===== src/rtl/dvbs2_pkt_bit_serializer.sv =====
// Byte-to-bit serializer feeding the DVB-S2 transmitter pktIn bus, paced by nextFrame.
// Optional SYNC_CHECK_EN macro adds sync-byte checking with sync_err/sync_err_cnt.
module dvbs2_pkt_bit_serializer #(
  parameter int          DFL_BITS  = 42960,
  parameter int          UPL_BITS  = 1504,
  parameter logic [7:0]  SYNC_BYTE = 8'h47
) (
  input  logic        clk,
  input  logic        reset,
  input  logic        clk_enable,
  input  logic        run,
  input  logic [7:0]  s_tdata,
  input  logic        s_tvalid,
  output logic        s_tready,
  input  logic        nextFrame,
  output logic [5:0]  pktOut,
  output logic        underflow,
  output logic [15:0] frame_cnt
`ifdef SYNC_CHECK_EN
  ,
  output logic        sync_err,
  output logic [15:0] sync_err_cnt
`endif
);

  localparam int FW = (DFL_BITS > 1) ? $clog2(DFL_BITS) : 1;
  localparam int PW = (UPL_BITS > 1) ? $clog2(UPL_BITS) : 1;
  localparam logic [FW-1:0] F_LAST = FW'(DFL_BITS - 1);
  localparam logic [PW-1:0] P_LAST = PW'(UPL_BITS - 1);

  typedef enum logic {WAIT_FRAME, SEND} state_t;

  state_t          state;
  state_t          state_nx;
  logic [7:0]      sh;
  logic [3:0]      bits_left;
  logic [FW-1:0]   frame_bit;
  logic [PW-1:0]   pkt_bit;
  logic [PW-1:0]   pkt_nx;
  logic            emitting;
  logic            accept;
  logic            f_end;
  logic            p_end;

  assign f_end  = (frame_bit == F_LAST);
  assign p_end  = (pkt_bit == P_LAST);
  assign accept = s_tvalid && s_tready;
  // packet position the next loaded byte's MSB will occupy
  assign pkt_nx = !emitting ? pkt_bit :
                  p_end     ? '0      : pkt_bit + PW'(1);

  always_ff @(posedge clk or posedge reset) begin
    if (reset) state <= WAIT_FRAME;
    else       state <= state_nx;
  end

  always_comb begin
    state_nx  = state;
    emitting  = 1'b0;
    s_tready  = 1'b0;
    underflow = 1'b0;
    unique case (state)
      WAIT_FRAME: begin
        if (clk_enable && run && nextFrame) state_nx = SEND;
      end
      SEND: begin
        emitting  = clk_enable && (bits_left != 4'd0);
        s_tready  = clk_enable &&
                    ((bits_left == 4'd0) ||
                     ((bits_left == 4'd1) && emitting));
        underflow = clk_enable && (bits_left == 4'd0) && !s_tvalid;
        if (emitting && f_end) state_nx = WAIT_FRAME;
      end
      default: state_nx = WAIT_FRAME;
    endcase
  end

  always_ff @(posedge clk or posedge reset) begin
    if (reset) begin
      pktOut    <= '0;
      sh        <= '0;
      bits_left <= '0;
      frame_bit <= '0;
      pkt_bit   <= '0;
      frame_cnt <= '0;
    end else begin
      pktOut  <= '0;
      pkt_bit <= pkt_nx;
      if (emitting) begin
        pktOut    <= {sh[7], pkt_bit == '0, p_end, 1'b1,
                      frame_bit == '0, f_end};
        frame_bit <= f_end ? '0 : frame_bit + FW'(1);
        if (f_end) frame_cnt <= frame_cnt + 16'd1;
      end
      if (accept) begin
        sh        <= s_tdata;
        bits_left <= 4'd8;
      end else if (emitting) begin
        sh        <= {sh[6:0], 1'b0};
        bits_left <= bits_left - 4'd1;
      end
    end
  end

`ifdef SYNC_CHECK_EN
  assign sync_err = accept && (pkt_nx == '0) && (s_tdata != SYNC_BYTE);

  always_ff @(posedge clk or posedge reset) begin
    if (reset) sync_err_cnt <= '0;
    else if (sync_err && (sync_err_cnt != 16'hFFFF))
      sync_err_cnt <= sync_err_cnt + 16'd1;
  end
`else
  logic unused_sync;
  assign unused_sync = ^SYNC_BYTE;
`endif

endmodule


===== config.mk =====
export PLATFORM = sky130hd
export DESIGN_NAME = dvbs2_pkt_bit_serializer
export DESIGN_NICKNAME = d
export VERILOG_FILES = /design/src/rtl/dvbs2_pkt_bit_serializer.sv
export SDC_FILE = /design/constraint.sdc
export NUM_CORES = 1
export LEC_CHECK = 0
export ABC_AREA = 0
export CORE_ASPECT_RATIO = 1.2
export CORE_MARGIN = 5
export CORE_UTILIZATION = 30
export CTS_BUF_LIST = sky130_fd_sc_hd__clkbuf_4 sky130_fd_sc_hd__clkbuf_8 sky130_fd_sc_hd__clkbuf_16
export CTS_CLUSTER_SIZE = 16
export DETAILED_ROUTE_END_ITERATION = 16
export PLACE_DENSITY = 0.45
export SYNTH_ARGS = -nofsm -noshare
export SYNTH_HDL_FRONTEND = slang
export SYNTH_SLANG_ARGS = --single-unit

===== constraint.sdc =====
create_clock -name clk -period 2.76 [get_ports clk]
set_input_delay 0.552 -clock clk [delete_from_list [all_inputs] [get_ports clk]]
set_output_delay 0.552 -clock clk [all_outputs]
set_load 0.05 [all_outputs]

==> reports/metrics.csv, run 1 <==
stage,metric,value,unit
outcome,status,finished clean,
critical_path,reg2reg_to,pkt_bit[8]$_DFFE_PP0P_,
critical_path,cp_data_arrival_time,1740,ps
critical_path,reg2reg_slack,550,ps
clock_tree,post_cts_buffers,0,
synthesis,synthesis.area,3040,um^2
clock_tree,clk_pin_slew,50,ps
timing,slew_headroom,0.604,
synthesis,synth_common_cells,"dfrtp_1 (62), nand3_1 (27), xnor2_1 (27)",
timing,tightest_slew,593,ps
timing,fin_skew,6.94,ps
critical_path,r2r-start,bits_left[0]$_DFFE_PP0P_,
synthesis,synth_edf_count,0,
run,maxCapViolCount,0,
synthesis,synth-seq-area-share,0.510,
timing,fin_crit,2290,ps
cells_and_area,nets,366,
routing,viasPerCell,4.98,
hold_path,hp-class,reg -> reg,
clock_tree,cts_resized,0,
power,power_frac_clock,0.352,
synthesis,yosysMostFrequentCell,dfrtp_1,
routing,drt_pass1_iterations,4,
synthesis,ys_types,39,
power,power.net_switching,910,uW
synthesis,yosys_register_bits,62,
power,p_seq_frac,0.441,
timing,tns,0,ps
floorplan,initial_core_util,0.306,
synthesis,syn_nets,321,
power,p_int,1.98,mW
clock_tree,h-tree-depth,3,
synthesis,yosysTopAreaCell,dfrtp_1,
placement,placed_area,3630,um^2
timing,maxClockFrequency,436,MHz
clock_tree,root_buffer,clkbuf_16,
cells_and_area,drive_above_1_share,0.0983,
critical_path,r2r_cells,6,
clock_tree,cts_hold_buf,0,
global_route,grt_pass1_vias,2436,
timing,hold_ws,464,ps
routing,totalWireLength,7030,um
floorplan,die_x,102,um
global_route,grt.total_usage,0.128,
clock_tree,clock_sinks,62,
hold_path,min_path_cells,1,
timing,rsz0062_at_grt,false,
cells_and_area,instances_no_fill,472,
cells_and_area,diodes,0,
cells_and_area,syn_to_final_growth,27.8,%
clock_tree,clk_latency,330,ps
critical_path,max_stage_delay,500,ps
power,power_density,742,nW/um^2
floorplan,rows,40,
synthesis,yosys_warnings,0,
routing,drcViolationCount,0,
clock_tree,numCtsBuffers,9,
timing,finalMaxSlewViolations,0,
placement,placedCellCount,459,
clock_tree,clock_path_buffers,2,
global_route,grt_antenna_before_repair,0,
synthesis,ys.flop_type,dfrtp_1,
critical_path,startpoint_type,input port,
placement,io_buffers,37,
critical_path,crit_type,in -> out,
routing,via_count,2351,
synthesis,synth.top_cell.area_share,0.510,
global_route,grt_max_degree,63,
power,comb_power_share,0.208,
critical_path,required,2210,ps
power,leakagePower,1.66,nW
critical_path,worstPathMaxFanout,6,
routing,post_drt_wl_per_cell,14.9,um
cells_and_area,nFillCells,1005,
critical_path,cp_slowest_cell,clkdlybuf4s50_1,
power,ir_worst_vdd,0.358,mV
synthesis,syn_avg_cell_area,10.2,um^2
synthesis,synthTopCellsByArea,"dfrtp_1 (51%), xnor2_1 (7.8%), nand3_1 (4.4%)",
floorplan,io_pins,38,
global_route,grt_overflow,0,
critical_path,path_cells,"clkdlybuf4s50_1, and2_1, and4b_1, buf_12",
critical_path,cp-end-kind,output pin,
timing,finalHoldViolations,0,
clock_tree,cts_tree,yes,
global_route,grt_pass1_wl,12100,um
placement,hpwlAfterDp,4830,um
timing,finalSetupViolations,0,
synthesis,ys_async_sr_fraction,1.00,
synthesis,netlist_instances,299,
hold_path,hold_end,frame_cnt[15]$_DFFE_PP0P_,
floorplan,die_area,12300,um^2
floorplan,die_h,120,um
routing,drtAntennaViolNets,0,
cells_and_area,stdcell_area,3890,um^2
hold_path,min-delay-start,frame_cnt[15]$_DFFE_PP0P_,
placement,routabilityCongestion,0.808,
power,netSwitchingFraction,0.315,
routing,drtIter0Drc,122,
floorplan,core,9960,um^2
timing,fin_crit_sh,0.831,
[per-layer routing]
metal,vias up,GRT usage,wire (um),part of all wire
li1,1160,-,-,-
met1,1139,0.162,3130,0.44
met2,40,0.201,3490,0.50
met3,12,0.0329,265,0.038
met4,0,0.0632,154,0.022
met5,-,0,0,0
[worst max-delay path: cells and delay by family]
kind / cells / cell delay (ps)
simple gates: 2 / 540
buf+inv: 2 / 650
[how the worst max path moves through the flow]
stage	start	to	slack, ps	cells after the start
after floorplan	clk_enable	s_tready	420	3
after global placement	clk_enable	frame_cnt[1]$_DFFE_PP0P_	270	6
after global routing	clk_enable	underflow	400	4
after CTS	clk_enable	underflow	460	4
final	clk_enable	underflow	470	4
after detailed placement	clk_enable	frame_cnt[1]$_DFFE_PP0P_	250	6
[power by group through the flow]
stage | registers, mW | logic [mW] | clock network [mW]
3_5_place_dp | 1.28 | 0.608 | 0
3_3_place_gp | 1.28 | 0.600 | 0
4_1_cts | 1.27 | 0.609 | 1.06
5_1_grt | 1.30 | 0.686 | 1.09
2_1_floorplan | 1.26 | 0.417 | 0
6_report | 1.27 | 0.600 | 1.02
[through the flow]
step / total power, mW / setup slack (ps) / util
finish: 2.89 / 465 / 0.391
global route: 3.08 / 403 / 0.391
CTS: 2.94 / 461 / 0.391
detailed placement: 1.89 / 254 / 0.364
global placement: 1.89 / 272 / 0.364
floorplan: 1.68 / 423 / -
[cell usage in the layout, fill, tap and decap left out, types with 6 or more instances in the layout]
master           instances
mux2i_1                 11
o21ai_0                 15
nand2_1                 25
xnor2_1                 27
inv_1                   13
and3_1                   6
nor2_1                  15
dfrtp_1                 62
clkbuf_16                9
nor4_1                  12
ha_1                     8
nand4_1                 12
buf_4                    8
nand3_1                 27
nor3_1                   8
clkdlybuf4s50_1         35
[sequential cells by signal, indices dropped and copies added (netlist names)]
register	flops
frame_bit	16
frame_cnt	16
pkt_bit	11
sh	8
pktOut	6
bits_left	4
state	1
[cells by family (layout without fill, tap and decap cells)]
family                   after synthesis  in the layout  synth area share
AND/OR/NAND/NOR                      130            130             0.235
adder cells (fa/ha/maj)                8              8            0.0329
buffers and inverters                 26             73            0.0337
AO/OA/AOI/OAI                         30             30            0.0596
flip-flops                            62             62             0.510
XOR/XNOR                              31             31            0.0892
multiplexers                          12             12            0.0399
[layout make-up]
type / count / area [um^2] / share of cell area
Timing Repair Buffer: 46 / 470 / 0.121
Inverter: 14 / 52.6 / 0.0135
Tap cell: 126 / 158 / 0.0405
Clock buffer: 11 / 253 / 0.0650
Multi-Input combinational cell: 211 / 1400 / 0.359
Clock inverter: 2 / 10.0 / 0.00257
Sequential cell: 62 / 1550 / 0.399
Power figures use the tool's default switching activity.
==> run 2: changes to the inputs <==
--- a/config.mk
+++ b/config.mk
@@ -12,7 +12,7 @@
 export CTS_BUF_LIST = sky130_fd_sc_hd__clkbuf_4 sky130_fd_sc_hd__clkbuf_8 sky130_fd_sc_hd__clkbuf_16
 export CTS_CLUSTER_SIZE = 16
 export DETAILED_ROUTE_END_ITERATION = 16
-export PLACE_DENSITY = 0.45
+export PLACE_DENSITY = 0.47
 export SYNTH_ARGS = -nofsm -noshare
 export SYNTH_HDL_FRONTEND = slang
 export SYNTH_SLANG_ARGS = --single-unit
==> constraint.sdc (replaced) <==
create_clock -name clk -period 2 [get_ports clk]
set_input_delay 0.4 -clock clk [delete_from_list [all_inputs] [get_ports clk]]
set_output_delay 0.4 -clock clk [all_outputs]
set_load 0.05 [all_outputs]
==> run 2 against run 1 <==
Net effect:
- the flow now finishes with violations (negative setup slack)
- power increased by 66%
- final area increased by 12%
- clock power increased by 82%
- sequential power increased by 31%
- largest cell class unchanged
- critical path type is now reg -> reg
- via count increased by 7.2%
- global-route usage about the same
- setup slack got worse by 500 ps
- sequential share of layout area decreased by 4.4 points
- hold slack got worse by 64 ps
==> reports/metrics.csv, run 2 (synthesis gave the netlist of run 1 again) <==
stage,metric,value,unit,change
clock_tree,root_buffer,clkbuf_16,,
critical_path,worstPathMaxFanout,5,,-1
placement,placedCellCount,496,,+8.1%
floorplan,die_h,120,um,unchanged
clock_tree,clk_pin_slew,50,ps,about the same
placement,hpwlAfterDp,5270,um,+9.0%
power,power_density,1100,nW/um^2,+48%
critical_path,startpoint_type,flop,,
timing,rsz0062_at_grt,true,,
placement,routabilityCongestion,0.775,,-4.2%
timing,finalSetupViolations,1,,+1
routing,totalWireLength,7160,um,+1.8%
clock_tree,numCtsBuffers,9,,unchanged
floorplan,io_pins,38,,unchanged
floorplan,die_area,12300,um^2,unchanged
critical_path,cp_data_arrival_time,2300,ps,+560 ps
floorplan,core,9960,um^2,unchanged
global_route,grt_overflow,0,,unchanged
power,power,4.79,mW,+66%
timing,fin_crit_sh,1.02,,
routing,viasPerCell,4.92,,-1.1%
power,ir_worst_vdd,0.536,mV,+50%
global_route,grt_max_degree,25,,-60%
cells_and_area,instances_no_fill,512,,+8.5%
clock_tree,cts_tree,yes,,
placement,io_buffers,37,,unchanged
global_route,use_met2,0.221,,+0.0205
power,leakagePower,2.03,nW,+22%
global_route,grt.busiest_layer,met2,,
global_route,grt.total_usage,0.128,,-0.000282
timing,hold_ws,400,ps,-64.3 ps
floorplan,rows,40,,unchanged
cells_and_area,syn_to_final_growth,43.5,%,
timing,tns,-38.3,ps,-38.3 ps
routing,drtIter0Drc,75,,-39%
outcome,status,"finished, violations left",,
cells_and_area,diodes,0,,unchanged
global_route,grt_pass1_vias,2558,,+5.0%
critical_path,crit_type,reg -> reg,,
clock_tree,clock_path_buffers,2,,unchanged
cells_and_area,layout_common_cells,"dfrtp_1 (62), buf_4 (47), nand3_1 (27), xnor2_1 (27), nand2_1 (24)",,
critical_path,r2r_cells,7,,+1
cells_and_area,drive_above_1_share,0.231,,+0.132
cells_and_area,mostFrequentLayoutCell,dfrtp_1,,
global_route,grt_antenna_before_repair,0,,unchanged
routing,via_count,2521,,+7.2%
routing,drtAntennaViolNets,0,,unchanged
timing,maxClockFrequency,491,MHz,
critical_path,required,2260,ps,+50 ps
timing,finalMaxSlewViolations,0,,unchanged
hold_path,hp-class,in -> async,,
timing,fin_crit,2040,ps,
run,maxCapViolCount,0,,unchanged
clock_tree,h-tree-depth,3,,unchanged
cells_and_area,nFillCells,944,,-6.1%
global_route,grt_pass1_wl,12100,um,+0.29%
timing,finalHoldViolations,0,,unchanged
global_route,met3_usage,0.0346,,+0.00173
floorplan,initial_core_util,0.306,,unchanged
outcome,failed_checks,negative setup slack,,
clock_tree,clock_sinks,62,,unchanged
timing,fin_skew,4.69,ps,-2.25 ps
timing,slew_headroom,0.663,,+0.0587
clock_tree,cts_hold_buf,0,,unchanged
routing,post_drt_wl_per_cell,14.0,um,-6.1%
timing,timing.final.ws_setup,-38.3,ps,-504 ps
cells_and_area,fin_util,0.439,,+0.0479
critical_path,cp-end-kind,flop,,
floorplan,die_x,102,um,unchanged
timing,tightest_slew,504,ps,-88.5 ps
routing,drt_pass1_iterations,4,,unchanged
cells_and_area,nets,404,,+10%
routing,drcViolationCount,0,,unchanged
clock_tree,clk_latency,330,ps,about the same
global_route,met1_usage,0.143,,-0.0190
cells_and_area,reg_top3,"frame_bit: 16 flops, frame_cnt: 16 flops, pkt_bit: 11 flops",,
-- run 2: what timing repair did --
action                     in CTS  in global routing
resized for setup               4                 17
pin swaps                       2                  3
setup buffers                   0                  1
setup endpoints to repair       7                 23
cloned                          0                  0
-- run 2: layout make-up --
cell class	count	area, um^2	area share
Sequential cell	62	1550	0.355
Tap cell	126	158	0.0361
Timing Repair Buffer	84	790	0.181
Inverter	14	52.6	0.0120
Multi-Input combinational cell	211	1460	0.334
Clock inverter	3	90.1	0.0206
Clock buffer	12	267	0.0610
-- run 2: power breakdown --
group          total (mW)  internal, mW  leakage (nW)  switching, mW
Combinational        1.26         0.629          1.03          0.629
Sequential           1.67          1.48         0.824          0.191
Clock                1.86          1.31         0.175          0.546
-- run 2: final timing paths --
| path | startpoint | end | slack, ps |
|---|---|---|---|
| worst min-delay path | reset | frame_cnt[4]$_DFFE_PP0P_ | 400 |
| max in group asynchronous | reset | pktOut[2]$_DFF_PP0_ | 1120 |
| worst min register to register | frame_cnt[15]$_DFFE_PP0P_ | frame_cnt[15]$_DFFE_PP0P_ | 470 |
| worst max-delay path | bits_left[1]$_DFFE_PP0P_ | pkt_bit[8]$_DFFE_PP0P_ | -40 |
| min in group clk | frame_cnt[15]$_DFFE_PP0P_ | frame_cnt[15]$_DFFE_PP0P_ | 470 |
| worst max register to register | bits_left[1]$_DFFE_PP0P_ | pkt_bit[8]$_DFFE_PP0P_ | -40 |
-- run 2: per-layer routing --
| metal | share of wire | vias to the layer above |
|---|---|---|
| met5 | 0 | - |
| met1 | 0.43 | 1244 |
| met2 | 0.52 | 34 |
| met4 | 0.021 | 0 |
| li1 | - | 1231 |
| met3 | 0.029 | 12 |
-- run 2: worst max-delay path, cell delays in order (launching register included) --
cell and delay [ps]:
dfrtp_1 360, inv_2 60, ha_4 150, nor3b_1 130, buf_4 150, or4_4 510
or4_4 490, a21oi_2 120
-- run 2: per-stage QoR --
stage | cell area [um^2] | setup slack [ps]
6_report | 4370 | -38.3
3_3_place_gp | 3940 | -316
5_1_grt | 4370 | -91.1
2_1_floorplan | 3070 | -23.4
4_1_cts | 4300 | -55.5
3_5_place_dp | 3940 | -335
==> RTL edit: new RTL, settings of run 1 <==
The option `SYNC_CHECK_EN` is turned on by a define.
--- a/src/rtl/dvbs2_pkt_bit_serializer.sv
+++ b/src/rtl/dvbs2_pkt_bit_serializer.sv
@@ -2,2 +2,4 @@
 // Optional SYNC_CHECK_EN macro adds sync-byte checking with sync_err/sync_err_cnt.
+`define SYNC_CHECK_EN
+
 module dvbs2_pkt_bit_serializer #(
Behaviour (old outputs only; new: sync_err and sync_err_cnt): unchanged (Yosys induction, for registers that start in step).
==> RTL edit against run 1 <==
  * The run now ends with setup timing left
  * Sequential power is 17% higher
  * Setup slack got worse by 0.85 ns
  * Wire length increased by 31%
  * Largest cell class unchanged
  * Largest power group unchanged
  * Synthesized area rose by 27%
  * Sequential cell count rose by 16
  * Cell area is 42% higher
  * Clock power is 6% higher
  * Combinational power rose by 82%
  * Total power rose by 27%
==> RTL edit: results (changes against run 1) <==
INFO  metric failing_checks = setup timing
INFO  metric yosysSeqAreaShare = 50.4% (-0.59 points)
INFO  metric post_drt_wl_per_cell = 14.0 um (-6.1%)
INFO  metric layout.comb_gates.multi_input = 261 (+24%)
INFO  metric met2RoutedLength = 4760 um (+37%)
INFO  metric share_of_cell_area_taken_by_multi_input_logic_gates = 34.6% (-1.3 points)
INFO  metric outcome = finished with violations
INFO  metric power.ir.vdd_worst = 362 uV (+1.3%)
INFO  metric seqCellArea = 1950 um2 (+26%)
INFO  metric grtUsageTotal = 12.6% (-0.23 points)
INFO  metric setup_viol = 16 (+16)
INFO  metric synth_nets = 390 (+21%)
INFO  metric worst_path_dominant_cell_family = simple AND/OR/NAND/NOR gates
INFO  metric dp_hpwl = 6330 um (+31%)
INFO  metric worstSetupStartpoint = pkt_bit[0]
INFO  metric synth_adder_area_share = 2.91% (-0.38 points)
INFO  metric wire_length_of_the_first_global_routing_pass = 15,400 um (+28%)
INFO  metric power_frac_clock = 29.5% (-5.7 points)
INFO  metric grt_start_max_net_pins = 52 (-17%)
INFO  metric nFillCells = 1,268 (+26%)
INFO  metric clock-skew-final = 0.00434 ns (-0.00260 ns)
INFO  metric worst_slew_pin_slew = 0.524 ns (-0.0689 ns)
INFO  metric worst_slack = -0.380 ns (-0.845 ns)
INFO  metric use_met3 = 2.06% (-1.2 points)
INFO  metric routabilityCongestion = 0.768 (-5.0%)
INFO  metric port-buffer-count = 54 (+46%)
INFO  metric design.final.nets = 511 (+40%)
INFO  metric ys_top_cells_by_area = sky130_fd_sc_hd__dfrtp_1, sky130_fd_sc_hd__xnor2_1, sky130_fd_sc_hd__xor2_1, sky130_fd_sc_hd__nand2_1, sky130_fd_sc_hd__ha_1
INFO  metric r2r.worst_path.cells = 11 (+5)
INFO  metric clk_share = 4.79% (-2.0 points)
## RTL edit: cell count changes after synthesis, moves of 9 or more
cell,change
sky130_fd_sc_hd__nand2_1,+9
sky130_fd_sc_hd__nor2_1,+11
sky130_fd_sc_hd__dfrtp_1,+16
sky130_fd_sc_hd__xor2_1,+13
sky130_fd_sc_hd__nand3_1,-16
## RTL edit: cells by family (layout without fill, tap and decap cells)
logic type	after synthesis	after routing
and+or+nand+nor	159	160
DFF	78	78
xor gates and xnor gates	52	52
AOI/OAI and AO/OA	29	29
buffers and inverters	29	153
muxes	11	11
adders and majority gates	9	9
## RTL edit: metrics by stage
stage               instance area [um2]  setup TNS (ns)  total power (W)  hold WS, ns
floorplan                          3910          -0.660          0.00206        0.449
global placement                   5040          -11.99          0.00245        0.471
detailed placement                 5040          -13.11          0.00247        0.472
CTS                                5480          -0.648          0.00370        0.480
global route                       5530           -5.39          0.00390        0.502
finish                             5530           -3.67          0.00366        0.482
